File: config.mk
export PLATFORM = sky130hd
export DESIGN_NAME = mash_cfg_sequencer
export DESIGN_NICKNAME = d
export VERILOG_FILES = /design/src/rtl/mash_cfg_sequencer.sv
export SDC_FILE = /design/constraint.sdc
export NUM_CORES = 1
export LEC_CHECK = 0
export ABC_AREA = 1
export BUFFER_PORTS_ARGS = -buffer_cell sky130_fd_sc_hd__buf_2
export CORE_ASPECT_RATIO = 1.1
export CORE_MARGIN = 3
export CORE_UTILIZATION = 44
export DETAILED_ROUTE_END_ITERATION = 10
export MAX_ROUTING_LAYER = met4
export PLACE_DENSITY = 0.74
export SETUP_SLACK_MARGIN = 0.1
export SLEW_MARGIN = 20
export SYNTH_ARGS = -nofsm -noshare
export SYNTH_HDL_FRONTEND = slang
export SYNTH_SLANG_ARGS = --single-unit
export TNS_END_PERCENT = 100
File: constraint.sdc
create_clock -name i_clk -period 1.4 [get_ports i_clk]
set_clock_uncertainty 0.1 [all_clocks]
set_input_delay 0.28 -clock i_clk [delete_from_list [all_inputs] [get_ports i_clk]]
set_output_delay 0.28 -clock i_clk [all_outputs]
set_load 0.05 [all_outputs]
File: src/rtl/mash_cfg_sequencer.sv
// Sequences config words into the MASH DDSM core: hold in reset, optional phase adjust, settle, run.
// Define MASH_PHASE_ADJ_EN to include the PHASE state; otherwise RESET goes straight to SETTLE.
//
// state  | meaning
// IDLE   | MASH held in reset, waiting for a valid config
// RESET  | MASH reset asserted for RST_CYCLES
// PHASE  | phase-adjust pulse for PA_CYCLES (MASH_PHASE_ADJ_EN only)
// SETTLE | controls released, waiting SETTLE_CYCLES
// RUN    | MASH running on the applied config, locked
module mash_cfg_sequencer #(
    parameter int RST_CYCLES    = 4,
    parameter int PA_CYCLES     = 2,
    parameter int SETTLE_CYCLES = 8,
    parameter int CNT_W         = 8
) (
    input  logic        i_clk,
    input  logic        i_rst,
    input  logic        i_cfg_valid,
    output logic        o_cfg_ready,
    input  logic [11:0] i_seed,
    input  logic [1:0]  i_sel_order,
    input  logic [3:0]  i_mash_bit,
    input  logic        i_sel_frac,
    input  logic        i_abort,
    output logic [11:0] o_seed,
    output logic [1:0]  o_sel_order,
    output logic [3:0]  o_mash_bit,
    output logic        o_sel_frac,
    output logic        o_mashreseten,
    output logic        o_phaseadjusten,
    output logic        o_locked,
    output logic        o_cfg_err
);

`ifdef MASH_PHASE_ADJ_EN
    typedef enum logic [2:0] {ST_IDLE, ST_RESET, ST_PHASE, ST_SETTLE, ST_RUN} state_t;
    localparam logic [CNT_W-1:0] PA_TC = CNT_W'(PA_CYCLES - 1);
`else
    typedef enum logic [2:0] {ST_IDLE, ST_RESET, ST_SETTLE, ST_RUN} state_t;
    logic [CNT_W-1:0] unused_pa_tc;
    assign unused_pa_tc = CNT_W'(PA_CYCLES - 1);
`endif

    localparam logic [CNT_W-1:0] RST_TC    = CNT_W'(RST_CYCLES - 1);
    localparam logic [CNT_W-1:0] SETTLE_TC = CNT_W'(SETTLE_CYCLES - 1);
    localparam logic [CNT_W-1:0] CNT_ONE   = {{(CNT_W-1){1'b0}}, 1'b1};

    state_t           state_q, state_d;
    logic [CNT_W-1:0] cnt_q, cnt_d;
    logic [11:0]      seed_q, seed_d;
    logic [1:0]       order_q, order_d;
    logic [3:0]       mash_bit_q, mash_bit_d;
    logic             frac_q, frac_d;
    logic             ready_q, ready_d;
    logic             err_q, err_d;
    logic             mrst_q, mrst_d;
    logic             pa_q, pa_d;
    logic             locked_q, locked_d;

    logic             accept;
    logic             cfg_bad;

    always_comb begin
        accept     = i_cfg_valid && ready_q && !i_abort;
        cfg_bad    = (i_mash_bit == 4'd0) || (i_sel_order == 2'd0);

        state_d    = state_q;
        cnt_d      = cnt_q;
        seed_d     = seed_q;
        order_d    = order_q;
        mash_bit_d = mash_bit_q;
        frac_d     = frac_q;
        err_d      = 1'b0;

        // Abort outranks everything; a rejected config leaves the sequence untouched.
        if (i_abort) begin
            state_d = ST_IDLE;
            cnt_d   = '0;
        end else if (accept && cfg_bad) begin
            err_d = 1'b1;
        end else if (accept) begin
            seed_d     = i_seed;
            order_d    = i_sel_order;
            mash_bit_d = i_mash_bit;
            frac_d     = i_sel_frac;
            state_d    = ST_RESET;
            cnt_d      = '0;
        end else begin
            case (state_q)
                ST_IDLE: ;
                ST_RESET: begin
                    if (cnt_q >= RST_TC) begin
`ifdef MASH_PHASE_ADJ_EN
                        state_d = ST_PHASE;
`else
                        state_d = ST_SETTLE;
`endif
                        cnt_d = '0;
                    end else begin
                        cnt_d = cnt_q + CNT_ONE;
                    end
                end
`ifdef MASH_PHASE_ADJ_EN
                ST_PHASE: begin
                    if (cnt_q >= PA_TC) begin
                        state_d = ST_SETTLE;
                        cnt_d   = '0;
                    end else begin
                        cnt_d = cnt_q + CNT_ONE;
                    end
                end
`endif
                ST_SETTLE: begin
                    if (cnt_q >= SETTLE_TC) begin
                        state_d = ST_RUN;
                        cnt_d   = '0;
                    end else begin
                        cnt_d = cnt_q + CNT_ONE;
                    end
                end
                ST_RUN: ;
                default: begin
                    state_d = ST_IDLE;
                    cnt_d   = '0;
                end
            endcase
        end

        // Outputs are decoded from the next state so they line up with the state register.
        ready_d  = ((state_d == ST_IDLE) || (state_d == ST_RUN)) && !i_abort;
        mrst_d   = (state_d == ST_IDLE) || (state_d == ST_RESET);
`ifdef MASH_PHASE_ADJ_EN
        pa_d     = (state_d == ST_PHASE);
`else
        pa_d     = 1'b0;
`endif
        locked_d = (state_d == ST_RUN);
    end

    always_ff @(posedge i_clk) begin
        if (i_rst) begin
            state_q    <= ST_IDLE;
            cnt_q      <= '0;
            seed_q     <= '0;
            order_q    <= '0;
            mash_bit_q <= '0;
            frac_q     <= 1'b0;
            ready_q    <= 1'b1;
            err_q      <= 1'b0;
            mrst_q     <= 1'b1;
            pa_q       <= 1'b0;
            locked_q   <= 1'b0;
        end else begin
            state_q    <= state_d;
            cnt_q      <= cnt_d;
            seed_q     <= seed_d;
            order_q    <= order_d;
            mash_bit_q <= mash_bit_d;
            frac_q     <= frac_d;
            ready_q    <= ready_d;
            err_q      <= err_d;
            mrst_q     <= mrst_d;
            pa_q       <= pa_d;
            locked_q   <= locked_d;
        end
    end

    assign o_cfg_ready     = ready_q;
    assign o_cfg_err       = err_q;
    assign o_seed          = seed_q;
    assign o_sel_order     = order_q;
    assign o_mash_bit      = mash_bit_q;
    assign o_sel_frac      = frac_q;
    assign o_mashreseten   = mrst_q;
    assign o_phaseadjusten = pa_q;
    assign o_locked        = locked_q;

endmodule

# [Word level (Yosys, flattened, before mapping)]
# Cells that the tools add are included.
# W data, S select, Z words.
[word_totals] output_inout_bits=24 regBits=34 wordCells=48
[classes] bitwise=2 add_sub_neg=1 reduce_logical=16 eq_ne=6 mux=11 n_lt_le_gt_ge=2
[op_table] op="$mux W8" n=3
[op_table] op="$pmux W8 S3" n=1
[op_table] op="$mux W3" n=5
[op_table] op="$eq A3 B2 Y1 const B" n=3
[op_table] op="$pmux W3 S3" n=1
[op_table] op="$add A8 B1 Y8 const B" n=1
[op_table] op="$ge A8 B2 Y1 const B" n=1
[op_table] op="$ge A8 B3 Y1 const B" n=1
[op_table] op="$eq A3 B1 Y1 const B" n=2
[op_table] op="$logic_not A3 Y1" n=2
[op_table] op="$logic_and A1 B1 Y1" n=4
[op_table] op="$logic_not A4 Y1" n=1
[op_table] op="$reduce_or A2 Y1" n=2
[op_table] op="$logic_or A1 B1 Y1" n=3
[op_table] op="$reduce_and A3 Y1" n=1
[op_table] op="$logic_not A2 Y1" n=1
[op_table] op="$ne A2 B1 Y1 const B" n=1
[op_table] op="$not A1 Y1" n=2
[op_table] op="$reduce_and A2 Y1" n=1
[op_table] op="$logic_not A1 Y1" n=1
[op_table] op="$mux W1" n=1

# [Depth between registers and ports, before layout]
# Gate-level depths: netlist (run 1).
[logic_depth] depth_word=9 ltp_mapped=12

# [Worst setup path before layout (run 1)]
# Ideal clock, no wire load.
[synth_timing] path_kind="register -> register" start="reg ready_q (netlist: o_cfg_ready)" end="reg seed_q[4] (netlist: o_seed[4])" path_slack_ps=-289 t_required_ps=1168 arrival_time_ps=1457 path_buffers=2 setup_time_ps=132 path_stages_with_launch=8 path_cell_list="dfxtp_1 -> nand2_1 -> nor2_4 -> nand3_4 -> buf_6 -> buf_6 -> nand2_1 -> a21oi_1"
[synth_between] elab_chain_len=5
[synth_rtl] element="start: declaration" line="54" rtl="logic ready_q, ready_d;"
[synth_rtl] element="start signal: assignment" line="160" rtl="ready_q <= ready_d;"
[synth_rtl] element="$logic_and A1 B1 Y1 * (2 in series)" line="64" rtl="accept = i_cfg_valid && ready_q && !i_abort;"
[synth_rtl] element="$logic_and A1 B1 Y1" line="79" rtl="end else if (accept && cfg_bad) begin"
[synth_rtl] element="$not A1 Y1 (no source line)"
[synth_rtl] element="$reduce_and A3 Y1 (no source line) *"
[synth_rtl] element="end signal: assignment" line="144" rtl="seed_q <= '0;"
[synth_rtl] element="end signal: assignment" line="156" rtl="seed_q <= seed_d;"
[synth_rtl] element="end: declaration" line="50" rtl="logic [11:0] seed_q, seed_d;"
# Mark *: on every way between the ends. The rest lies on a longest branch, timed or not.
# A chain may end at the register's enable or synchronous reset.

# [Worst setup path in the final report (run 1)]
[layout_timing] start="reg cnt_q[1]" end="reg cnt_q[3]"
[layout_between] elab_chain_len=4
[layout_rtl] element="start: declaration" line="49" rtl="logic [CNT_W-1:0] cnt_q, cnt_d;"
[layout_rtl] element="start signal: assignment" line="155" rtl="cnt_q <= cnt_d;"
[layout_rtl] element="$add A8 B1 Y8 (tied with other cells)" line="100, 118"
[layout_rtl] element="$mux W8, on equally long branches" line="114, 92"
[layout_rtl] element="$pmux W8 S3 *" line="89" rtl="case (state_q)"
[layout_rtl] element="$mux W8 *" line="81" rtl="end else if (accept) begin"
# Marks and branches as above.

==> reports/summary.log, run 1 <==
[global_routing] largest net degree at the start of global routing 24
[run] total of max-cap violations 0
[sta] final worst-path cycle share 103%
[clocking] number of buffers inserted during clock tree synthesis 5
[layout] fraction of layout instances using a drive strength above 1 50.0%
[layout] most common library cell in the layout ignoring fill and taps sky130_fd_sc_hd__nand2_1
[hold_path] Worst Hold Depth 3
[worst_setup_path] category of the worst setup path capture point register
[floorplanning] area inside the core boundary 2930 um2
[hold_path] type of the tightest min-delay check input pin to register
[yosys] Post-synth ARST share 0%
[sta] # setup viols final 2
[worst_setup_path] Worst Reg-to-Reg Cells 10
[clocking] maximum buffer depth of the clock tree 2
[placement] global placer's final weighted congestion 0.768
[placement] cell count after placement 276
[outcome] outcome finished, violations left
[placement] DPL Wire Length 2340 um
[sta] setup repair after global routing missed its margin true
[floorplanning] full die area 3930 um2
[sta] Max Freq 0.694 GHz
[floorplanning] Die Span Y 65.5 um
[clocking] clock tree root driver cell sky130_fd_sc_hd__clkbuf_4
[layout] register area 696 um2
[floorplanning] die width 60.1 um
[pwr] maximum ir drop on the vdd rail 0.000865 V
[pwr] P_leak 0.000955 uW
[clocking] clock latency reported for the late side of the worst-skew pair 0.33 ns
[detailed_routing] count of TritonRoute iterations in the first routing pass 4
[pwr] Tot Pwr 1970 uW
[detailed_routing] initial drt markers 37
[yosys] number of storage elements in the synthesis netlist 34
[layout] non-filler cells in the finished layout 291
[layout] leading cell types in the layout, fill and taps excluded sky130_fd_sc_hd__nand2_1 (39), sky130_fd_sc_hd__nand2_2 (25), sky130_fd_sc_hd__buf_6 (24), sky130_fd_sc_hd__dfxtp_1 (24), sky130_fd_sc_hd__buf_2 (22)
[yosys] ys flop type sky130_fd_sc_hd__dfxtp_1
[floorplanning] starting density of the core 48.3%
[worst_setup_path] end of the critical path cnt_q[3]
[worst_setup_path] sequence of cells on the critical path ha_4, nand2_1, nand2_2, nor2_4, nand2_1, nand2_2, nand2_2, nand2_1, nand2_1, nor2_1
[clocking] total number of clock tree sinks 34
[worst_setup_path] Crit. path cell count 10
[clocking] clock-pin transition on the worst setup and hold timing paths 0.10 ns
[global_routing] global-route congestion overflow total 0
[yosys] part of the Yosys area used for sequential elements 48.1%
[detailed_routing] routed via count divided by cell count 5.04
[yosys] mapped cell area 1410 um2
[worst_setup_path] end of the worst register-to-register path cnt_q[3]
[worst_setup_path] buffers plus inverters on the worst setup path 0
[floorplanning] cell row count 20
[worst_setup_path] standard cell with the maximum stage delay on the critical path sky130_fd_sc_hd__dfxtp_2
[sta] final critical delay including setup and external delays 1.44 ns
[global_routing] first-pass GRT wire length 6130 um
[global_routing] via count of the first global-routing pass 1395
[worst_setup_path] cell type group with the largest total delay on the critical path simple AND/OR/NAND/NOR gates
[yosys] number of flops mapped to enable cells by yosys 0
[yosys] Warnings, synthesis 0
[yosys] synthesized instance count 192
[clocking] count of H-tree levels built during CTS 2
[worst_setup_path] worst setup path startpoint cnt_q[1]
[outcome] failing checks negative setup slack
[layout] layout-stage area growth over the synthesis result 53.1%
[layout] number of nets in the layout 281
[clocking] number of buffers added to fix hold violations after cts 0
[clocking] clock tree from TritonCTS built
[sta] Setup WS post-layout -0.0400 ns
[worst_setup_path] class of the most critical setup path register to register
[sta] setup TNS -0.0566 ns
[yosys] count of distinct cell types in the synthesized netlist 23
[detailed_routing] Final ANT Viol Nets 0
[global_routing] antenna violations before repair 0
[global_routing] total routing resource utilization after global routing 21.4%
[yosys] post-synthesis average cell area 7.36 um2
[detailed_routing] wire length per cell 13.7 um
[worst_setup_path] startpoint of the worst-slack reg-to-reg timing path cnt_q[1]
[placement] number of port buffers 45
[layout] area of combinational cells with multiple inputs 762 um2
[worst_setup_path] internal reg-to-reg setup slack -0.04 ns
[placement] post-place setup slack -0.0229 ns
[worst_setup_path] maximum net fanout on the critical path 3
[sta] final count of pins violating max slew 0
[detailed_routing] via count 1468
[worst_setup_path] Data required, critical path 1.58 ns
[layout] # fillers 217
[worst_setup_path] maximum cell stage delay along the critical path 0.35 ns
[layout] Antenna Cells 0
[worst_setup_path] arrival time at the worst endpoint 1.62 ns
[detailed_routing] final routed DRC violation total 0
[floorplanning] io pins 47
[worst_setup_path] Critical Path Start Type register
[sta] final number of hold-violating endpoints 0
[yosys] Post-Synthesis Net Count 216
[detailed_routing] Routed Wire Length 4000 um
[worst_setup_path] most numerous cell on the critical path sky130_fd_sc_hd__nand2_1
[pwr] Power Density 910 nW/um2
[sta] worst hold margin 0.0607 ns
==> synth_stat cells (all sizes together), types with 2 or more instances <==
cell type	number	share of area, %
nor2	20	5.8
nand2	67	18
nand3	11	4.8
nor3b	4	2.1
clkbuf	2	0.53
dfxtp	34	48
buf	5	3.2
a21oi	22	8.1
inv	18	4.8
o21ai	3	1.1
==> sequential cells by signal (all words and copies together) (netlist names), 2 cells and up <==
signal / count
state_q: 3
o_seed: 12
cnt_q: 8
o_sel_order: 2
o_mash_bit: 4
==> what timing repair did <==
| item | in CTS | in global routing |
|---|---|---|
| setup endpoints to repair | 48 | 51 |
| gates resized for setup | 55 | 53 |
| endpoints found under the hold margin | 0 | 0 |
| buffers inserted | 2 | 3 |
| gates cloned | 2 | 0 |
| pin swaps | 29 | 12 |
==> worst min-delay path: stages <==
cell and delay [ns]:
sky130_fd_sc_hd__buf_2 0.10, sky130_fd_sc_hd__nand2_2 0.04, sky130_fd_sc_hd__a21oi_1 0.04
==> area by class of cell <==
| type | count | share of cell area (%) |
|---|---|---|
| Tap cell | 33 | 1.91 |
| Clock buffer | 7 | 2.54 |
| Clock inverter | 1 | 0.231 |
| Multi-Input combinational cell | 133 | 35.2 |
| Timing Repair Buffer | 65 | 24.5 |
| Sequential cell | 34 | 32.1 |
| Inverter | 18 | 3.47 |
==> metrics by stage <==
step / instance area [um2] / utilization, %
after floorplan: 1420 / -
final: 2160 / 73.9
after detailed placement: 1730 / 59.1
after global routing: 2160 / 73.9
after CTS: 1970 / 67.3
after global placement: 1730 / 59.1
==> kinds of logic (layout without fill, tap and decap cells) <==
| logic type | count (synthesis) | count (layout) | synth area share, % |
|---|---|---|---|
| AOI/OAI and AO/OA | 27 | 27 | 10.2 |
| adders and majority gates | 1 | 1 | 0.885 |
| buffers and inverters | 25 | 91 | 8.50 |
| DFF | 34 | 34 | 48.1 |
| other | 1 | 1 | 0.265 |
| and+or+nand+nor | 104 | 104 | 32.0 |
==> power breakdown <==
part	internal (uW)	switching, uW
combinational	145	244
clock	243	324
sequential	995	20.0
total	1380	588
==> routing by layer <==
metal	routed length, um	GRT usage [%]	vias to the layer above
met5	0	-	-
met4	147	8.86	0
met3	288	6.68	19
met2	1940	33.6	55
met1	1620	25.1	661
li1	-	-	733
==> worst min path at each step <==
| stage | from | slack, ns | to |
|---|---|---|---|
| 6_report | i_seed[6] | 0.06 | o_seed[6] |
| 5_1_grt | i_seed[6] | 0.05 | o_seed[6] |
| 4_1_cts | i_seed[6] | 0.05 | o_seed[6] |
| 3_5_place_dp | o_seed[6] | 0.35 | o_seed[6] |
| 3_3_place_gp | o_seed[10] | 0.34 | o_seed[10] |
| 2_1_floorplan | i_rst | 0.25 | o_mash_bit[0] |
(Power assumes the default switching activity.)
==> run 2: changes to the inputs <==
- CORE_ASPECT_RATIO: 1.1 -> unset
==> run 2 against run 1 <==
Against the previous run: the run still ends with negative setup slack left; first-iteration DRC count rose by 110%; setup slack improved by 0.0092 ns; clock power rose by 4.1%; sequential share of layout area rose by 0.24 points; global-route usage fell by 2.6 points; die area barely moved; register-to-register slack barely moved; final cell count rose by 3.1%; non-clock buffer count fell by 2; critical path type unchanged; critical endpoint is now cnt_q[2]; largest cell class unchanged.
==> reports/summary.log, run 2 (synthesized netlist as in run 1, its figures left out) <==
[worst_setup_path] Data required, critical path 1.54 ns [-0.04 ns]
[worst_setup_path] Worst Reg-to-Reg Cells 7 [-3]
[worst_setup_path] class of the most critical setup path register to register
[detailed_routing] count of TritonRoute iterations in the first routing pass 4 [unchanged]
[clocking] clock tree from TritonCTS built
[detailed_routing] Routed Wire Length 3780 um [-5.5%]
[placement] DPL Wire Length 2200 um [-5.9%]
[worst_setup_path] cell type group with the largest total delay on the critical path simple AND/OR/NAND/NOR gates
[worst_setup_path] maximum net fanout on the critical path 6 [+3]
[worst_setup_path] buffers plus inverters on the worst setup path 2 [+2]
[pwr] Power Density 932 nW/um2 [+2.4%]
[floorplanning] area inside the core boundary 2900 um2 [-0.94%]
[layout] most common library cell in the layout ignoring fill and taps sky130_fd_sc_hd__nand2_1
[pwr] P_leak 0.000955 uW [about the same]
[hold_path] type of the tightest min-delay check input pin to register
[global_routing] total routing resource utilization after global routing 18.9% [-2.6 points]
[sta] setup repair after global routing missed its margin true
[pwr] maximum ir drop on the vdd rail 0.000783 V [-9.5%]
[floorplanning] io pins 47 [unchanged]
[placement] global placer's final weighted congestion 0.861 [+12%]
[clocking] number of buffers inserted during clock tree synthesis 5 [unchanged]
[clocking] clock latency reported for the late side of the worst-skew pair 0.35 ns [+0.02 ns]
[worst_setup_path] Critical Path Start Type register
[worst_setup_path] maximum cell stage delay along the critical path 0.37 ns [+0.02 ns]
[sta] final critical delay including setup and external delays 1.43 ns [-0.00919 ns]
[layout] leading cell types in the layout, fill and taps excluded sky130_fd_sc_hd__nand2_1 (52), sky130_fd_sc_hd__dfxtp_1 (28), sky130_fd_sc_hd__buf_2 (22), sky130_fd_sc_hd__buf_6 (22), sky130_fd_sc_hd__a21oi_1 (19)
[global_routing] first-pass GRT wire length 5780 um [-5.9%]
[sta] Setup WS post-layout -0.0308 ns [+0.00919 ns]
[sta] # setup viols final 5 [+3]
[detailed_routing] Final ANT Viol Nets 0 [unchanged]
[worst_setup_path] arrival time at the worst endpoint 1.57 ns [-0.05 ns]
[placement] number of port buffers 45 [unchanged]
[layout] area of combinational cells with multiple inputs 716 um2 [-6.1%]
[worst_setup_path] category of the worst setup path capture point register
[worst_setup_path] standard cell with the maximum stage delay on the critical path sky130_fd_sc_hd__dfxtp_4
[run] total of max-cap violations 0 [unchanged]
[global_routing] via count of the first global-routing pass 1413 [+1.3%]
[outcome] failing checks negative setup slack
[clocking] total number of clock tree sinks 34 [unchanged]
[worst_setup_path] Crit. path cell count 7 [-3]
[detailed_routing] wire length per cell 12.6 um [-8.3%]
[floorplanning] full die area 3930 um2 [about the same]
[detailed_routing] via count 1455 [-0.89%]
[layout] register area 691 um2 [-0.72%]
[layout] fraction of layout instances using a drive strength above 1 43.4% [-6.6 points]
[global_routing] largest net degree at the start of global routing 24 [unchanged]
[floorplanning] die width 62.7 um [+4.4%]
[layout] Design Area, Final 2130 um2 [-1.4%]
[detailed_routing] final routed DRC violation total 0 [unchanged]
[clocking] count of H-tree levels built during CTS 2 [unchanged]
[placement] cell area after placement 1730 um2 [-0.22%]
[global_routing] global-route congestion overflow total 0 [unchanged]
[floorplanning] Die Span Y 62.7 um [-4.2%]
[layout] # fillers 221 [+1.8%]
[sta] final number of hold-violating endpoints 0 [unchanged]
[outcome] outcome finished, violations left
[sta] Max Freq 0.699 GHz [+0.64%]
[detailed_routing] initial drt markers 78 [+110%]
[worst_setup_path] sequence of cells on the critical path nand2_4, nor2_4, nand3_4, buf_6, buf_4, nand3_1, a21oi_1
[layout] Antenna Cells 0 [unchanged]
[layout] layout-stage area growth over the synthesis result 50.9%
[layout] flip-flop count of the largest register after layout 12 [unchanged]
[sta] setup TNS -0.101 ns [-0.0444 ns]
[floorplanning] starting density of the core 48.7% [+0.46 points]
[sta] final worst-path cycle share 102% [-0.66 points]
[global_routing] antenna violations before repair 0 [unchanged]
[sta] final count of pins violating max slew 0 [unchanged]
[layout] number of nets in the layout 281 [unchanged]
[clocking] clock-pin transition on the worst setup and hold timing paths 0.11 ns [about the same]
[clocking] maximum buffer depth of the clock tree 2 [unchanged]
[clocking] clock tree root driver cell sky130_fd_sc_hd__clkbuf_4
[hold_path] Worst Hold Depth 3 [unchanged]
[detailed_routing] routed via count divided by cell count 4.85 [-3.9%]
[floorplanning] cell row count 19 [-5.0%]
[run 2: cell count changes in the layout (fill, tap and decap cells not counted), sizes merged]
cell      previous run  this run
buf                 65        62
clkinv               1         2
clkinvlp             0         1
inv                 18        19
[run 2: routing by layer]
metal / vias to the layer above / global-route usage [%] / wire length, um
met3: 10 / 5.04 / 281
li1: 736 / - / -
met2: 57 / 30.8 / 1810
met5: - / - / 0
met4: 0 / 10.7 / 97
met1: 652 / 20.8 / 1590
[run 2: worst paths after layout]
kind,startpoint,endpoint,slack [ns]
worst max-delay path,o_cfg_ready,cnt_q[2],-0.03
worst min register to register,o_mash_bit[3],o_mash_bit[3],0.37
worst max register to register,o_cfg_ready,cnt_q[2],-0.03
worst min-delay path,i_sel_frac,o_sel_frac,0.07
[run 2: cell type report]
| cell class | count | share of cell area [%] |
|---|---|---|
| timing repair buffer | 63 | 23.8 |
| tap | 42 | 2.46 |
| clock inverter | 2 | 0.587 |
| multi-input combinational | 133 | 33.5 |
| clock buffer | 6 | 2.40 |
| timing repair inverter | 2 | 1.06 |
| sequential | 34 | 32.4 |
| inverter | 18 | 3.75 |
[run 2: through the flow]
stage | power (uW) | setup slack, ns | std cells | utilization, % | hold slack [ns]
3_3_place_gp | 1320 | -0.0580 | 283 | 59.6 | 0.344
6_report | 1990 | -0.0308 | 300 | 73.6 | 0.0656
3_5_place_dp | 1330 | -0.0666 | 283 | 59.6 | 0.349
4_1_cts | 1940 | 0.00746 | 294 | 66.4 | 0.0601
5_1_grt | 2070 | -0.137 | 300 | 73.6 | 0.0734
2_1_floorplan | 1240 | 0.00433 | 192 | - | 0.249
[run 2: timing repair]
action,in CTS,in global routing
gates cloned,0,2
endpoints found under the setup margin,49,49
pin swaps,11,17
hold buffers,0,0
setup buffers,3,4
gates resized for setup,39,49
[run 2: power by group]
part / switching, uW / total [uW] / internal, uW
Sequential: 18.3 / 1010 / 994
Clock: 349 / 590 / 241
Combinational: 243 / 386 / 143
[run 2: worst register-to-register path: cells and delay by family, from the launching register on]
kind            cells  cell delay, ns
simple gates        4            0.48
flops               1            0.37
buf+inv             2            0.30
compound gates      1            0.06
